File: src/rtl/vga_fb_reader.sv
// vga_fb_reader: scan-out engine for the 8-bit frame buffer.
// Generates VGA timing from a pixel-clock enable, issues one frame-buffer read
// per visible pixel, and returns the read data as a pixel stream aligned with
// the syncs.
//
// Ports:
//   clk, rst_n   system clock, synchronous active-low reset
//   pix_ce       pixel tick enable; all timing advances only when high
//   fb_ready     frame buffer contents valid (sampled on pixel ticks)
//   re           frame-buffer read enable (combinational)
//   read_addr    linear row-major read address
//   fb_data      frame-buffer read data, valid one clk after re
//   hsync/vsync  active-low syncs
//   video_on     output pixel is visible
//   pixel        output pixel value, 0 outside the visible area
//   frame_start  one-clk pulse with output pixel (0,0)
module vga_fb_reader #(
   parameter int unsigned H_ACTIVE = 640,
   parameter int unsigned H_FP     = 16,
   parameter int unsigned H_SYNC   = 96,
   parameter int unsigned H_BP     = 48,
   parameter int unsigned V_ACTIVE = 480,
   parameter int unsigned V_FP     = 10,
   parameter int unsigned V_SYNC   = 2,
   parameter int unsigned V_BP     = 33,
   parameter int unsigned ADDR_W   = 20
) (
   input  logic              clk,
   input  logic              rst_n,
   input  logic              pix_ce,
   input  logic              fb_ready,
   output logic              re,
   output logic [ADDR_W-1:0] read_addr,
   input  logic [7:0]        fb_data,
   output logic              hsync,
   output logic              vsync,
   output logic              video_on,
   output logic [7:0]        pixel,
   output logic              frame_start
);

   localparam int unsigned H_TOTAL = H_ACTIVE + H_FP + H_SYNC + H_BP;
   localparam int unsigned V_TOTAL = V_ACTIVE + V_FP + V_SYNC + V_BP;
   localparam int unsigned H_W     = $clog2(H_TOTAL);
   localparam int unsigned V_W     = $clog2(V_TOTAL);

   localparam logic [H_W-1:0]    H_ACT     = H_W'(H_ACTIVE);
   localparam logic [H_W-1:0]    H_LAST    = H_W'(H_TOTAL - 1);
   localparam logic [H_W-1:0]    HS_BEG    = H_W'(H_ACTIVE + H_FP);
   localparam logic [H_W-1:0]    HS_END    = H_W'(H_ACTIVE + H_FP + H_SYNC - 1);
   localparam logic [V_W-1:0]    V_ACT     = V_W'(V_ACTIVE);
   localparam logic [V_W-1:0]    V_LAST    = V_W'(V_TOTAL - 1);
   localparam logic [V_W-1:0]    VS_BEG    = V_W'(V_ACTIVE + V_FP);
   localparam logic [V_W-1:0]    VS_END    = V_W'(V_ACTIVE + V_FP + V_SYNC - 1);
   localparam logic [ADDR_W-1:0] ADDR_LAST = ADDR_W'(H_ACTIVE * V_ACTIVE - 1);

   typedef enum logic {
      IDLE = 1'b0,
      RUN  = 1'b1
   } state_t;

   state_t            state_q;
   state_t            state_d;
   logic [H_W-1:0]    h_cnt;
   logic [V_W-1:0]    v_cnt;
   logic [ADDR_W-1:0] addr_cnt;

   // stage-1 pipeline registers
   logic s1_active;
   logic s1_hs;
   logic s1_vs;
   logic s1_first;

   logic active_c;
   logic hs_c;
   logic vs_c;
   logic first_c;
   logic h_wrap_c;
   logic frame_end_c;

   // position decodes from the current counters
   assign active_c    = (h_cnt < H_ACT) && (v_cnt < V_ACT);
   assign hs_c        = (h_cnt >= HS_BEG) && (h_cnt <= HS_END);
   assign vs_c        = (v_cnt >= VS_BEG) && (v_cnt <= VS_END);
   assign first_c     = (h_cnt == '0) && (v_cnt == '0);
   assign h_wrap_c    = (h_cnt == H_LAST);
   assign frame_end_c = h_wrap_c && (v_cnt == V_LAST);

   // Reads only on ticks, so the RAM output holds between ticks.
   assign re        = (state_q == RUN) && active_c && pix_ce;
   assign read_addr = addr_cnt;

   // next-state logic; a mid-frame fb_ready drop waits for the frame end
   always_comb begin
      state_d = state_q;
      case (state_q)
         IDLE:    if (pix_ce && fb_ready) state_d = RUN;
         RUN:     if (pix_ce && frame_end_c && !fb_ready) state_d = IDLE;
         default: state_d = IDLE;
      endcase
   end

   // state, counters and two-stage output pipeline
   always_ff @(posedge clk) begin
      if (!rst_n) begin
         state_q     <= IDLE;
         h_cnt       <= '0;
         v_cnt       <= '0;
         addr_cnt    <= '0;
         s1_active   <= 1'b0;
         s1_hs       <= 1'b0;
         s1_vs       <= 1'b0;
         s1_first    <= 1'b0;
         hsync       <= 1'b1;
         vsync       <= 1'b1;
         video_on    <= 1'b0;
         pixel       <= 8'h00;
         frame_start <= 1'b0;
      end else begin
         state_q     <= state_d;
         frame_start <= 1'b0;
         if (pix_ce) begin
            if (state_q == RUN) begin
               h_cnt <= h_wrap_c ? '0 : h_cnt + H_W'(1);
               if (h_wrap_c) begin
                  v_cnt <= (v_cnt == V_LAST) ? '0 : v_cnt + V_W'(1);
               end
               // Holds at the last visible address through vertical blanking.
               if (frame_end_c) begin
                  addr_cnt <= '0;
               end else if (active_c && (addr_cnt != ADDR_LAST)) begin
                  addr_cnt <= addr_cnt + ADDR_W'(1);
               end
               s1_active <= active_c;
               s1_hs     <= hs_c;
               s1_vs     <= vs_c;
               s1_first  <= first_c;
            end else begin
               h_cnt     <= '0;
               v_cnt     <= '0;
               addr_cnt  <= '0;
               s1_active <= 1'b0;
               s1_hs     <= 1'b0;
               s1_vs     <= 1'b0;
               s1_first  <= 1'b0;
            end
            // fb_data was captured by the RAM on the previous tick's read.
            video_on    <= s1_active;
            pixel       <= s1_active ? fb_data : 8'h00;
            hsync       <= ~s1_hs;
            vsync       <= ~s1_vs;
            frame_start <= s1_first;
         end
      end
   end

endmodule

File: config.mk
export PLATFORM = sky130hd
export DESIGN_NAME = vga_fb_reader
export DESIGN_NICKNAME = d
export VERILOG_FILES = /design/src/rtl/vga_fb_reader.sv
export SDC_FILE = /design/constraint.sdc
export NUM_CORES = 1
export LEC_CHECK = 0
export CAP_MARGIN = 15
export CORE_MARGIN = 4
export CORE_UTILIZATION = 58
export CTS_CLUSTER_DIAMETER = 150
export DETAILED_ROUTE_END_ITERATION = 6
export PLACE_DENSITY = 0.85
export SLEW_MARGIN = 10
export SYNTH_ARGS = -nofsm -noshare
export SYNTH_HDL_FRONTEND = slang
export SYNTH_SLANG_ARGS = --single-unit
File: constraint.sdc
create_clock -name clk -period 4 [get_ports clk]
set_input_delay 0.6 -clock clk [delete_from_list [all_inputs] [get_ports clk]]
set_output_delay 0.6 -clock clk [all_outputs]
set_load 0.005 [all_outputs]
# After elaboration in Yosys (flattened, before gate mapping)
# Index checks and enable logic that the tools add are counted.
totals:
  inputBits: 12
  output_inout_bits: 33
  reg_bits: 57
  elab_cells: 63
op_classes:
  eq_ne: 5
  muxes: 16
  order_cmp: 6
  n_reduce_logical: 17
  bitwise_logic: 3
  add_sub_neg: 3
op_table:
  columns: ["cell", "count"]
  rows:
  - ["$mux W20", 3]
  - ["$mux W10", 5]
  - ["$add A10 B1 Y10 const B", 2]
  - ["$add A20 B1 Y20 const B", 1]
  - ["$eq A10 B10 Y1 const B", 2]
  - ["$logic_not A10 Y1", 2]
  - ["$ne A20 B19 Y1 const B", 1]
  - ["$logic_and A1 B1 Y1", 11]
  - ["$ge A10 B10 Y1 const B", 1]
  - ["$ge A10 B9 Y1 const B", 1]
  - ["$le A10 B10 Y1 const B", 1]
  - ["$le A10 B9 Y1 const B", 1]
  - ["$lt A10 B10 Y1 const B", 1]
  - ["$lt A10 B9 Y1 const B", 1]
  - ["$mux W8", 1]
  - ["$mux W1", 6]
  - ["$reduce_and A2 Y1", 3]
  - ["$ne A3 B1 Y1 const B", 1]
  - ["$not A1 Y1", 3]
  - ["$ne A2 B1 Y1 const B", 1]
  - ["$pmux W1 S2", 1]
  - ["$logic_not A1 Y1", 1]

# Longest topological paths before layout
depth:
  depth_word: 6
  ltp_mapped: 8
  mapped_depth_nobuf: 7

# Worst setup path before layout
# No wires, ideal clock.
synth_path:
  kind: "flip-flop to flip-flop"
  from: "register addr_cnt[0] (netlist: read_addr[0])"
  to: "register addr_cnt[5] (netlist: read_addr[5])"
  path_slack_ps: 1878
  n_path_buf: 1
  t_required_ps: 3881
  t_arrival_ps: 2003
  synth_period_minus_slack_ps: 2122
  setup_time_ps: 119
  path_stages_with_launch: 8
  cell_sequence: "dfxtp_1 > ha_1 > nand2_1 > or4_4 > o21ai_4 > buf_2 > a21oi_1 > o221a_2"
synth_via:
  elab_chain_cells: 4
  word_cells_on_any_way: 8
  classes_between: "1 x add/sub; 2 x eq/ne; 3 x mux; 2 x reduce/logical"
synth_rtl:
  columns: ["element", "line", "rtl"]
  rows:
  - ["from (decl)", "66", "logic [ADDR_W-1:0] addr_cnt;"]
  - ["from (signal assigned)", "132", "addr_cnt <= addr_cnt + ADDR_W'(1);"]
  - ["$add A20 B1 Y20 / $ne A20 B19 Y1 (equally long branches)", "132, 131", null]
  - ["$mux W20 / $logic_and A1 B1 Y1 (equally long branches)", "131", "end else if (active_c && (addr_cnt != ADDR_LAST)) begin"]
  - ["$mux W20 / $ne A3 B1 Y1 (equally long branches)", null, null]
  - ["$mux W20 / $reduce_and A2 Y1 (equally long branches)", null, null]
# Parallel ways exist; a longest one is shown, timed or not. The select of a mux whose other input is x is not followed.
# A chain may end at the register's enable or synchronous reset.

# Worst setup path after layout
layout_path:
  from: "input pix_ce"
  to: "output re"
layout_via:
  elab_chain_cells: 1
layout_rtl:
  columns: ["element", "line", "rtl"]
  rows:
  - ["from (decl)", "30", "input logic pix_ce,"]
  - ["$logic_and A1 B1 Y1", "90", "assign re = (state_q == RUN) && active_c && pix_ce;"]
  - ["to (decl)", "32", "output logic re,"]
# Every way passes these cells.

==> impl_metrics.toml <==
[flow_run]
cap_violations = 0

[placed_design]
place_ws_ns = 1.00
placed_area_um2 = 3390
dp.final_hpwl_um = 5160
io_buffers = 44
place.gp.congestion = 0.874

[drt]
drc = 0
routed_wl_um = 7480
vias = 2847
viasPerCell = 6.22
wl_per_cell_um = 16.3
dr.first_iter.drc_count = 233
ant_nets = 0
dr.pass1.iters = 5

[timing]
tightest_slew_ns = 0.862
fin_tns_setup_ns = 0
rsz0062_at_grt = "no"
drv_slew = 0
post-route-period-util_pct = 75.0
finalClockSkew_ns = 0.00968
setup_ws_ns = 0.999
fin_crit_ns = 3.00
setup_violations = 0
finalHoldViolCount = 0
fmax_mhz = 333
max-slew-margin-rel_pct = 42.2

[clock_tree]
clock_latency_ns = 0.34
post_cts_buffers = 0
cts_tree = "built"
cts-hold-fix-buffers = 0
clock-sinks = 57
post_cts_resized = 0
clock_path_buffers = 2
clockRootBuffer = "clkbuf_8"
cts_made_buffers = 9
h-tree-depth = 3
clk_pin_slew_ns = 0.06

[synthesis]
yosys_warnings = 0
synth.distinct_cells = 61
postSynthAreaPerCell_um2 = 8.49
synthArstFlopShare_pct = 0
synth-seq-cells = 57
yosys-top-cells-area = "dfxtp_1 39%, nor2_1 5.0%, nand2_1 4.5%, nand3_1 3.4%, xor2_1 3.0%"
synth_area_leader_cell = "dfxtp_1"
syn_area_um2 = 2930
synth_ff_type = "dfxtp_1"
synth_nets = 362
synth_most_common_cell = "dfxtp_1"
synth-seq-area-share_pct = 39.0
yosys.area.top_type_share_pct = 39.0
synth_edf_count = 0
synth_common_cells = "57 x dfxtp_1, 39 x nor2_1, 35 x nand2_1"
syn_inst = 345

[cells_and_area]
n_fill_cell = 408
drive_above_1_share_pct = 8.70
nets = 403
area_delta_synth_final_pct = 22.4
final_util_pct = 74.4
antenna_cells = 0
multi_input_area_um2 = 1650
seq_area_um2 = 1140
fin_area_um2 = 3580

[critical_path]
cp_num_buf_inv = 3
critPathCaptureType = "output pin"
critPathMaxStageDelay_ns = 0.52
crit_fanout = 24
crit_slowest_cell = "clkdlybuf4s50_1"
critical_path.top_delay_family = "buffers and inverters"
critPathMostFrequentCell = "clkdlybuf4s50_1"
cp.arrival_ns = 2.40
worstPathCellList = "clkdlybuf4s50_1, buf_4, and4b_1, and2_1, clkdlybuf4s50_1"
cp_data_required_time_ns = 3.40
path_class = "in2out"
crit_path_start_kind = "primary input"

[hold_path]
hold_class = "reg2reg"

[global_route]
grt.total_usage_pct = 24.8
grt_overflow_total = 0
grt_pass1_wl_um = 12300
grt_pass1_vias = 2675
grt_max_degree = 36
antenna_found_initial = 0

[die]
pin_count = 45
row_count = 25
die_x_um = 79.1
core_area_um2 = 4820
initial_core_util_pct = 60.8
die_area_um2 = 6250
dieHeight_um = 79.1

[pwr]
vdd_drop_max_mv = 0.264
power_mw = 1.21
p_leak_nw = 1.24
p_per_area_nw_per_um2 = 338

[run_status]
status = "complete, no violations"
==> path summary, 6_finish.rpt <==
path,to,cells after the start,from,slack (ns)
worst max-delay path,re,5,pix_ce,1.0
worst min-delay path,hsync,2,hsync,0.48
worst max register to register,read_addr[5],6,read_addr[0],1.30
worst min register to register,hsync,2,hsync,0.48
==> final cells by class <==
class                           instances  share of cell area, %
Multi-Input combinational cell        258                   46.0
Sequential cell                        57                   31.8
Timing Repair Buffer                   48                   13.1
Clock buffer                           11                   3.94
Tap cell                               67                   2.34
Clock inverter                          5                   1.54
Inverter                               12                   1.26
==> state kept, by name, summed over array words and instances (netlist names), 8 cells and up <==
name and count:
h_cnt 10, pixel 8, read_addr 20, v_cnt 10
==> cell families (layout without fill, tap and decap cells) <==
logic type	Yosys count	count (layout)	synth area share (%)
AO/OA/AOI/OAI	72	72	18.6
XOR/XNOR	15	15	4.49
adder cells (fa/ha/maj)	5	5	2.14
buffers and inverters	30	76	4.74
flip-flops	57	57	39.0
multiplexers	3	3	1.03
AND/OR/NAND/NOR	163	163	30.0
==> stage by stage <==
stage                     cells  hold slack (ns)
after CTS                   458            0.487
after global placement      442            0.466
after global routing        458            0.536
after floorplan             345            0.452
after detailed placement    442            0.470
final                       458            0.480
==> tightest hold or removal path: cells and delay by family, from the launching register on <==
family	cells	cell delay, ns
DFF	1	0.32
AOI/OAI and AO/OA	1	0.07
and+or+nand+nor	1	0.06
==> cell usage in the layout, fill, tap and decap left out, types with 2 or more instances in the layout <==
master / n
nand3_1: 20
a21oi_1: 15
or4_1: 8
o2111ai_1: 3
or4_4: 2
clkbuf_8: 10
a2111o_1: 2
o21a_1: 2
a22oi_1: 9
a31oi_1: 6
mux2i_1: 3
o221a_2: 2
clkdlybuf4s50_1: 44
nor2b_1: 3
nand2_1: 35
nor3_1: 3
and2_1: 6
inv_1: 12
xor2_1: 10
buf_4: 4
nor4b_1: 2
o32ai_1: 2
or2_2: 2
nor2_1: 39
a211oi_1: 3
xnor2_1: 5
nand4_1: 12
dfxtp_1: 57
o21ai_0: 6
ha_1: 5
or3_1: 4
nor4_1: 6
clkinv_2: 2
and4_1: 2
o211ai_1: 8
clkinvlp_4: 2
and3_1: 9
==> metal layers <==
metal / vias up / global-route usage [%] / part of all wire, %
met5: - / 0 / 0
met4: 0 / 10.8 / 1.1
met3: 12 / 4.88 / 5.8
met2: 105 / 43.1 / 51
met1: 1373 / 29.6 / 42
li1: 1357 / - / -
==> report_power, final <==
part / total [mW] / leakage (nW) / internal [mW] / switching, mW
Clock: 0.538 / 0.0953 / 0.302 / 0.235
Sequential: 0.582 / 0.460 / 0.574 / 0.00825
Combinational: 0.0934 / 0.683 / 0.0366 / 0.0568
Total: 1.21 / 1.24 / 0.913 / 0.300
Note: power is estimated with default switching activity, not from simulation.
